===== src/rtl/trap_ctrl_if.sv =====
// trap_ctrl_if: commit-stage / CSR-file signals of the trap sequencer.
//   slave  : trap_ctrl side (takes commit events and CSR values, drives
//            stall, CSR strobes, redirect and flush)
//   master : pipeline/CSR side (the opposite directions)
interface trap_ctrl_if #(
  parameter int XLEN = 32
);
  // commit-stage event inputs
  logic            i_valid;
  logic [XLEN-1:0] i_pc;
  logic [31:0]     i_inst;
  logic [XLEN-1:0] i_badaddr;
  logic            i_ex_inst_addr;
  logic            i_ex_illegal;
  logic            i_ecall;
  logic            i_ebreak;
  logic            i_ex_ld_addr;
  logic            i_ex_st_addr;
  logic            i_mret;
  logic            i_int_tip;
  logic            i_drain_done;
  // CSR file values
  logic [XLEN-1:0] i_tvec;
  logic [XLEN-1:0] i_mepc;
  // sequencer outputs
  logic            o_stall;
  logic            o_csr_trap;
  logic [XLEN-1:0] o_cause;
  logic [XLEN-1:0] o_tval;
  logic [XLEN-1:0] o_epc;
  logic            o_redirect;
  logic [XLEN-1:0] o_redirect_pc;
  logic            o_flush;
  logic            o_eret;
  logic            o_drain_timeout;

  modport slave (
    input  i_valid, i_pc, i_inst, i_badaddr, i_ex_inst_addr, i_ex_illegal,
           i_ecall, i_ebreak, i_ex_ld_addr, i_ex_st_addr, i_mret, i_int_tip,
           i_drain_done, i_tvec, i_mepc,
    output o_stall, o_csr_trap, o_cause, o_tval, o_epc, o_redirect,
           o_redirect_pc, o_flush, o_eret, o_drain_timeout
  );

  modport master (
    output i_valid, i_pc, i_inst, i_badaddr, i_ex_inst_addr, i_ex_illegal,
           i_ecall, i_ebreak, i_ex_ld_addr, i_ex_st_addr, i_mret, i_int_tip,
           i_drain_done, i_tvec, i_mepc,
    input  o_stall, o_csr_trap, o_cause, o_tval, o_epc, o_redirect,
           o_redirect_pc, o_flush, o_eret, o_drain_timeout
  );
endinterface


===== src/rtl/trap_ctrl.sv =====
// trap_ctrl: trap sequencer between commit and the machine-mode CSR file.
// Picks the highest-priority trap of the committing instruction, stalls the
// front end while memory drains, strobes the CSR file, then redirects the PC
// to mtvec (trap) or mepc (MRET) with a pipeline flush.
//   i_clk, i_rst : clock, async active-high reset
//   bus (slave)  : commit events, drain status, mtvec/mepc in;
//                  stall, csr_trap/cause/tval/epc, redirect/flush/eret,
//                  sticky drain timeout out
module trap_ctrl #(
  parameter int XLEN      = 32,
  parameter int DRAIN_MAX = 15
) (
  input  logic        i_clk,
  input  logic        i_rst,
  trap_ctrl_if.slave  bus
);
  localparam int            CW   = $clog2(DRAIN_MAX + 1);
  localparam logic [CW-1:0] CMAX = CW'(DRAIN_MAX);

  typedef enum logic [1:0] {IDLE, DRAIN, COMMIT, REDIRECT} state_t;

  typedef struct packed {
    logic [XLEN-1:0] cause;
    logic [XLEN-1:0] tval;
    logic [XLEN-1:0] epc;
  } trap_info_t;

  state_t     state, state_nxt;
  logic       kind_eret, kind_eret_nxt;   // 1: MRET sequence, 0: trap
  logic [CW-1:0] cnt, cnt_nxt, cnt_inc;
  logic       drain_hit;
  logic       lat_en, to_set;
  logic       timeout_q;
  trap_info_t info_q, ev;
  logic       trap_any;
  logic [XLEN-1:0] tgt;

  // Priority encode of the committing instruction's events.
  always_comb begin
    ev       = '0;
    ev.epc   = bus.i_pc;
    trap_any = 1'b1;
    if (bus.i_ex_inst_addr) begin
      ev.cause = XLEN'(0);
      ev.tval  = bus.i_badaddr;
    end else if (bus.i_ex_illegal) begin
      ev.cause = XLEN'(2);
      ev.tval  = XLEN'(bus.i_inst);
    end else if (bus.i_ebreak) begin
      ev.cause = XLEN'(3);
      ev.tval  = bus.i_pc;
    end else if (bus.i_ecall) begin
      ev.cause = XLEN'(11);
    end else if (bus.i_ex_ld_addr) begin
      ev.cause = XLEN'(4);
      ev.tval  = bus.i_badaddr;
    end else if (bus.i_ex_st_addr) begin
      ev.cause = XLEN'(6);
      ev.tval  = bus.i_badaddr;
    end else if (bus.i_int_tip) begin
      // interrupt is taken after the instruction retires
      ev.cause = {1'b1, {(XLEN-4){1'b0}}, 3'd7};
      ev.epc   = bus.i_pc + XLEN'(4);
    end else begin
      trap_any = 1'b0;
    end
  end

  assign cnt_inc   = (cnt == CMAX) ? cnt : cnt + CW'(1);
  assign drain_hit = (cnt_inc == CMAX);

  always_comb begin
    state_nxt     = state;
    kind_eret_nxt = kind_eret;
    cnt_nxt       = cnt;
    lat_en        = 1'b0;
    to_set        = 1'b0;
    case (state)
      IDLE: begin
        if (bus.i_valid) begin
          if (trap_any) begin
            lat_en        = 1'b1;
            kind_eret_nxt = 1'b0;
            cnt_nxt       = '0;
            state_nxt     = DRAIN;
          end else if (bus.i_mret) begin
            kind_eret_nxt = 1'b1;
            cnt_nxt       = '0;
            state_nxt     = DRAIN;
          end
        end
      end
      DRAIN: begin
        cnt_nxt = cnt_inc;
        if (bus.i_drain_done || drain_hit) begin
          to_set    = drain_hit;
          state_nxt = kind_eret ? REDIRECT : COMMIT;
        end
      end
      COMMIT:   state_nxt = REDIRECT;
      REDIRECT: state_nxt = IDLE;
      default:  state_nxt = IDLE;
    endcase
  end

  always_ff @(posedge i_clk or posedge i_rst) begin
    if (i_rst) begin
      state     <= IDLE;
      kind_eret <= 1'b0;
      cnt       <= '0;
      info_q    <= '0;
      timeout_q <= 1'b0;
    end else begin
      state     <= state_nxt;
      kind_eret <= kind_eret_nxt;
      cnt       <= cnt_nxt;
      if (lat_en) info_q <= ev;
      if (to_set) timeout_q <= 1'b1;
    end
  end

  // Redirect target is taken from the CSR values present in REDIRECT.
  assign tgt = kind_eret ? bus.i_mepc : bus.i_tvec;

  always_comb begin
    bus.o_stall       = (state != IDLE);
    bus.o_csr_trap    = (state == COMMIT);
    bus.o_redirect    = (state == REDIRECT);
    bus.o_flush       = (state == REDIRECT);
    bus.o_eret        = (state == REDIRECT) && kind_eret;
    bus.o_redirect_pc = '0;
    if (state == REDIRECT) bus.o_redirect_pc = {tgt[XLEN-1:2], 2'b00};
  end

  assign bus.o_cause         = info_q.cause;
  assign bus.o_tval          = info_q.tval;
  assign bus.o_epc           = info_q.epc;
  assign bus.o_drain_timeout = timeout_q;
endmodule


===== src/flat_wrapper.sv =====
// flat-port wrapper written by rule: the top's interface ports become plain ports
module trap_ctrl_flat 
#(
  parameter int XLEN      = 32,
  parameter int DRAIN_MAX = 15
)
  (i_clk, i_rst, bus_i_valid, bus_i_pc, bus_i_inst, bus_i_badaddr, bus_i_ex_inst_addr, bus_i_ex_illegal, bus_i_ecall, bus_i_ebreak, bus_i_ex_ld_addr, bus_i_ex_st_addr, bus_i_mret, bus_i_int_tip, bus_i_drain_done, bus_i_tvec, bus_i_mepc, bus_o_stall, bus_o_csr_trap, bus_o_cause, bus_o_tval, bus_o_epc, bus_o_redirect, bus_o_redirect_pc, bus_o_flush, bus_o_eret, bus_o_drain_timeout);
  trap_ctrl_if #(.XLEN(XLEN)) bus_i ();
  input  logic i_clk;
  input  logic i_rst;
  input wire logic [$bits(bus_i.i_valid)-1:0] bus_i_valid;
  input wire logic [$bits(bus_i.i_pc)-1:0] bus_i_pc;
  input wire logic [$bits(bus_i.i_inst)-1:0] bus_i_inst;
  input wire logic [$bits(bus_i.i_badaddr)-1:0] bus_i_badaddr;
  input wire logic [$bits(bus_i.i_ex_inst_addr)-1:0] bus_i_ex_inst_addr;
  input wire logic [$bits(bus_i.i_ex_illegal)-1:0] bus_i_ex_illegal;
  input wire logic [$bits(bus_i.i_ecall)-1:0] bus_i_ecall;
  input wire logic [$bits(bus_i.i_ebreak)-1:0] bus_i_ebreak;
  input wire logic [$bits(bus_i.i_ex_ld_addr)-1:0] bus_i_ex_ld_addr;
  input wire logic [$bits(bus_i.i_ex_st_addr)-1:0] bus_i_ex_st_addr;
  input wire logic [$bits(bus_i.i_mret)-1:0] bus_i_mret;
  input wire logic [$bits(bus_i.i_int_tip)-1:0] bus_i_int_tip;
  input wire logic [$bits(bus_i.i_drain_done)-1:0] bus_i_drain_done;
  input wire logic [$bits(bus_i.i_tvec)-1:0] bus_i_tvec;
  input wire logic [$bits(bus_i.i_mepc)-1:0] bus_i_mepc;
  output wire logic [$bits(bus_i.o_stall)-1:0] bus_o_stall;
  output wire logic [$bits(bus_i.o_csr_trap)-1:0] bus_o_csr_trap;
  output wire logic [$bits(bus_i.o_cause)-1:0] bus_o_cause;
  output wire logic [$bits(bus_i.o_tval)-1:0] bus_o_tval;
  output wire logic [$bits(bus_i.o_epc)-1:0] bus_o_epc;
  output wire logic [$bits(bus_i.o_redirect)-1:0] bus_o_redirect;
  output wire logic [$bits(bus_i.o_redirect_pc)-1:0] bus_o_redirect_pc;
  output wire logic [$bits(bus_i.o_flush)-1:0] bus_o_flush;
  output wire logic [$bits(bus_i.o_eret)-1:0] bus_o_eret;
  output wire logic [$bits(bus_i.o_drain_timeout)-1:0] bus_o_drain_timeout;
  assign bus_i.i_valid = bus_i_valid;
  assign bus_i.i_pc = bus_i_pc;
  assign bus_i.i_inst = bus_i_inst;
  assign bus_i.i_badaddr = bus_i_badaddr;
  assign bus_i.i_ex_inst_addr = bus_i_ex_inst_addr;
  assign bus_i.i_ex_illegal = bus_i_ex_illegal;
  assign bus_i.i_ecall = bus_i_ecall;
  assign bus_i.i_ebreak = bus_i_ebreak;
  assign bus_i.i_ex_ld_addr = bus_i_ex_ld_addr;
  assign bus_i.i_ex_st_addr = bus_i_ex_st_addr;
  assign bus_i.i_mret = bus_i_mret;
  assign bus_i.i_int_tip = bus_i_int_tip;
  assign bus_i.i_drain_done = bus_i_drain_done;
  assign bus_i.i_tvec = bus_i_tvec;
  assign bus_i.i_mepc = bus_i_mepc;
  assign bus_o_stall = bus_i.o_stall;
  assign bus_o_csr_trap = bus_i.o_csr_trap;
  assign bus_o_cause = bus_i.o_cause;
  assign bus_o_tval = bus_i.o_tval;
  assign bus_o_epc = bus_i.o_epc;
  assign bus_o_redirect = bus_i.o_redirect;
  assign bus_o_redirect_pc = bus_i.o_redirect_pc;
  assign bus_o_flush = bus_i.o_flush;
  assign bus_o_eret = bus_i.o_eret;
  assign bus_o_drain_timeout = bus_i.o_drain_timeout;
  trap_ctrl #(.XLEN(XLEN), .DRAIN_MAX(DRAIN_MAX)) u_core (.i_clk(i_clk), .i_rst(i_rst), .bus(bus_i));
endmodule

===== config.mk =====
export PLATFORM = sky130hd
export DESIGN_NAME = trap_ctrl_flat
export DESIGN_NICKNAME = d
export VERILOG_FILES = /design/src/rtl/trap_ctrl_if.sv /design/src/rtl/trap_ctrl.sv /design/src/flat_wrapper.sv
export SDC_FILE = /design/constraint.sdc
export NUM_CORES = 1
export LEC_CHECK = 0
export ABC_AREA = 0
export CAP_MARGIN = 20
export CORE_UTILIZATION = 34
export CTS_BUF_LIST = sky130_fd_sc_hd__clkbuf_4 sky130_fd_sc_hd__clkbuf_8 sky130_fd_sc_hd__clkbuf_16
export CTS_CLUSTER_SIZE = 12
export DETAILED_ROUTE_END_ITERATION = 12
export PLACE_DENSITY = 0.77
export SYNTH_ARGS = -nofsm -noshare
export SYNTH_HDL_FRONTEND = slang
export SYNTH_SLANG_ARGS = --single-unit

===== constraint.sdc =====
create_clock -name i_clk -period 2.25 [get_ports i_clk]
set_input_delay 0.45 -clock i_clk [delete_from_list [all_inputs] [get_ports i_clk]]
set_output_delay 0.45 -clock i_clk [all_outputs]
set_load 0.03 [all_outputs]

==> results.json <==
{
  "outcome": "finished clean",
  "multi_input_area_um2": 2830,
  "grt_max_degree": 37,
  "synth-seq-cells": 77,
  "cp.arrival_ns": 1.72,
  "clk_path_buf_depth": 2,
  "finalSetupViolations": 0,
  "viasPerCell": 4.88,
  "synthFlopType": "dfrtp_1",
  "firstDrtPassIters": 4,
  "tightest_slew_ns": 0.557,
  "die-area_um2": 15300,
  "cts_max_level": 3,
  "cts_root_buf": "clkbuf_16",
  "cts_buffers": 9,
  "ir_drop_v": 0.000502,
  "hold_class": "reg -> reg",
  "syn_to_final_growth_pct": 71.4,
  "pre_cts_ws_ns": -0.254,
  "grt-ovfl-total": 0,
  "finalWirelength_mm": 18.1,
  "grt_pass1_vias": 4905,
  "wl_per_cell_um": 16.4,
  "synth-edff-count": 0,
  "critPathMaxFanout": 6,
  "netlist_instances": 606,
  "initial_core_util": 0.348,
  "synth.distinct_cells": 52,
  "fill_cells": 1243,
  "die_w_um": 124,
  "path_clk_slew_ns": 0.06,
  "drc": 0,
  "grt_usage": 0.227,
  "critPathKind": "reg -> out",
  "nNetsFinal": 1092,
  "min_period_ns": 2.17,
  "cts_hold_buf": 0,
  "cts.sinks": 77,
  "fin_skew_ns": 0.00382,
  "regToRegSetupSlack_ns": 0.34,
  "max_clock_freq_ghz": 0.462,
  "end_kind": "primary output",
  "cts_tree": "built",
  "drive_above_1_share": 0.149,
  "syn_area_um2": 5030,
  "antenna_found_initial": 3,
  "post-route-period-util": 0.963,
  "drv_cap": 0,
  "finalHoldViolations": 0,
  "synth_warnings": 0,
  "seq_area_um2": 1930,
  "ys_seq_area_frac": 0.383,
  "std_cell_rows": 44,
  "maxSlewViolCount": 0,
  "die_height_um": 124,
  "dpl.hpwl_mm": 14.4,
  "critPathLaunchType": "flop",
  "leakagePower_nw": 3.65,
  "ys_async_sr_fraction": 1.00,
  "postLayoutCellArea_um2": 8630,
  "fin_ws_ns": 0.0837,
  "port_buffers": 272,
  "synth.avg_cell_area_um2": 8.31,
  "rsz0062_at_grt": "false",
  "ios": 306,
  "placed_cell_area_um2": 8260,
  "coreArea_um2": 14500,
  "place_congestion": 0.823,
  "clk_latency_ns": 0.33,
  "powerDensity_nw_per_um2": 1090,
  "initialDrtViolationCount": 305,
  "via_count": 5391,
  "relSlewSlack": 0.629,
  "ant_nets": 0,
  "grt_first_pass_wirelength_mm": 26.1,
  "cp_data_required_time_ns": 1.80
}
[final timing paths]
path                                             from  cells past startpoint                          to
hold reg to reg            u_core.bus.o_drain_timeout                      1  u_core.bus.o_drain_timeout
hold / removal             u_core.bus.o_drain_timeout                      1  u_core.bus.o_drain_timeout
setup / recovery                      u_core.state[0]                      3              bus_o_csr_trap
min in group asynchronous                       i_rst                      2        u_core.bus.o_tval[2]
max in group asynchronous                       i_rst                      3            u_core.kind_eret
setup reg to reg                      u_core.state[0]                      8         u_core.bus.o_epc[3]
[sequential cells by signal, summed over array words and instances (netlist names)]
| signal | flops |
|---|---|
| u_core.bus.o_epc | 32 |
| u_core.state | 2 |
| u_core.cnt | 4 |
| u_core.bus.o_cause | 5 |
| u_core.kind_eret | 1 |
| u_core.bus.o_tval | 32 |
| u_core.bus.o_drain_timeout | 1 |
[per-stage QoR]
step	hold WS (ns)	std cells	util	setup TNS, ns	total power, W
floorplan	0.535	634	-	0	0.00549
global placement	0.450	1087	0.570	-9.95	0.00778
detailed placement	0.463	1087	0.570	-9.25	0.00785
CTS	0.482	1103	0.594	0	0.00949
global route	0.497	1104	0.596	0	0.00999
finish	0.473	1104	0.596	0	0.00943
[critical path, cell delays in order, from the launching register on]
cell and delay [ns]:
dfrtp_1 0.43, inv_1 0.12, ha_1 0.15, clkdlybuf4s50_1 0.68
[where the power goes]
group	switching (W)	internal [W]	total, W
clock network	0.000559	0.00106	0.00162
registers	0.000468	0.00200	0.00247
logic	0.00301	0.00233	0.00534
total	0.00404	0.00538	0.00942
[cells in the final DEF (no fill, tap or decap), drive strengths merged, types with 5 or more instances in the layout]
cell type	count
clkdlybuf4s50	238
nand4	8
nor4	5
o21ai	66
nor3	16
ha	6
nand2	89
a21oi	44
mux2i	30
nor2b	32
clkbuf	13
buf	101
nor2	45
nand3	6
conb	29
inv	8
xnor2	27
and3	7
dfrtp	77
a22oi	31
[final cells by class]
class / count / area share
Timing Repair Buffer: 340 / 0.378
Multi-Input combinational cell: 477 / 0.328
Sequential cell: 77 / 0.224
Clock buffer: 13 / 0.0310
Tap cell: 184 / 0.0267
Clock inverter: 3 / 0.00783
Inverter: 9 / 0.00435
Antenna cell: 1 / 0.000290
[cell usage after synthesis (3+ instances only)]
| master | count | area (um2) |
|---|---|---|
| a21oi_1 | 44 | 220 |
| nor2b_1 | 32 | 200 |
| ha_1 | 6 | 75.1 |
| o21ai_0 | 65 | 325 |
| nand3_1 | 6 | 30.0 |
| clkbuf_1 | 33 | 124 |
| nor3_1 | 14 | 70.1 |
| buf_1 | 3 | 11.3 |
| nand3b_1 | 3 | 22.5 |
| xnor2_1 | 27 | 236 |
| nor2_1 | 45 | 169 |
| buf_4 | 30 | 225 |
| nor4_1 | 4 | 25.0 |
| a22oi_1 | 30 | 225 |
| mux2i_1 | 30 | 300 |
| and2_1 | 3 | 18.8 |
| inv_1 | 9 | 33.8 |
| and3_1 | 7 | 43.8 |
| dfrtp_1 | 77 | 1930 |
| nand2_1 | 89 | 334 |
| nand4_1 | 8 | 50.1 |
| buf_2 | 4 | 20.0 |
[cells by family after synthesis]
kind of cell               count (synthesis)  synth area share
AOI/OAI and AO/OA                        159             0.190
xor gates and xnor gates                  28            0.0487
adders and majority gates                  6            0.0149
buffers and inverters                     80            0.0845
DFF                                       77             0.383
muxes                                     32            0.0649
other                                      1          0.000745
and+or+nand+nor                          223             0.213
[metal layers]
layer,vias up,wire length [um],GRT usage
met3,25,1920,0.0838
met2,187,8640,0.367
met5,-,23,0
met1,2505,7200,0.271
met4,4,365,0.0911
li1,2670,-,-
[what timing repair did]
item,4_1_cts,5_1_grt
endpoints found under the setup margin,31,12
pin swaps,0,0
buffers inserted,0,0
resized for setup,2,6
(Power assumes the default switching activity.)
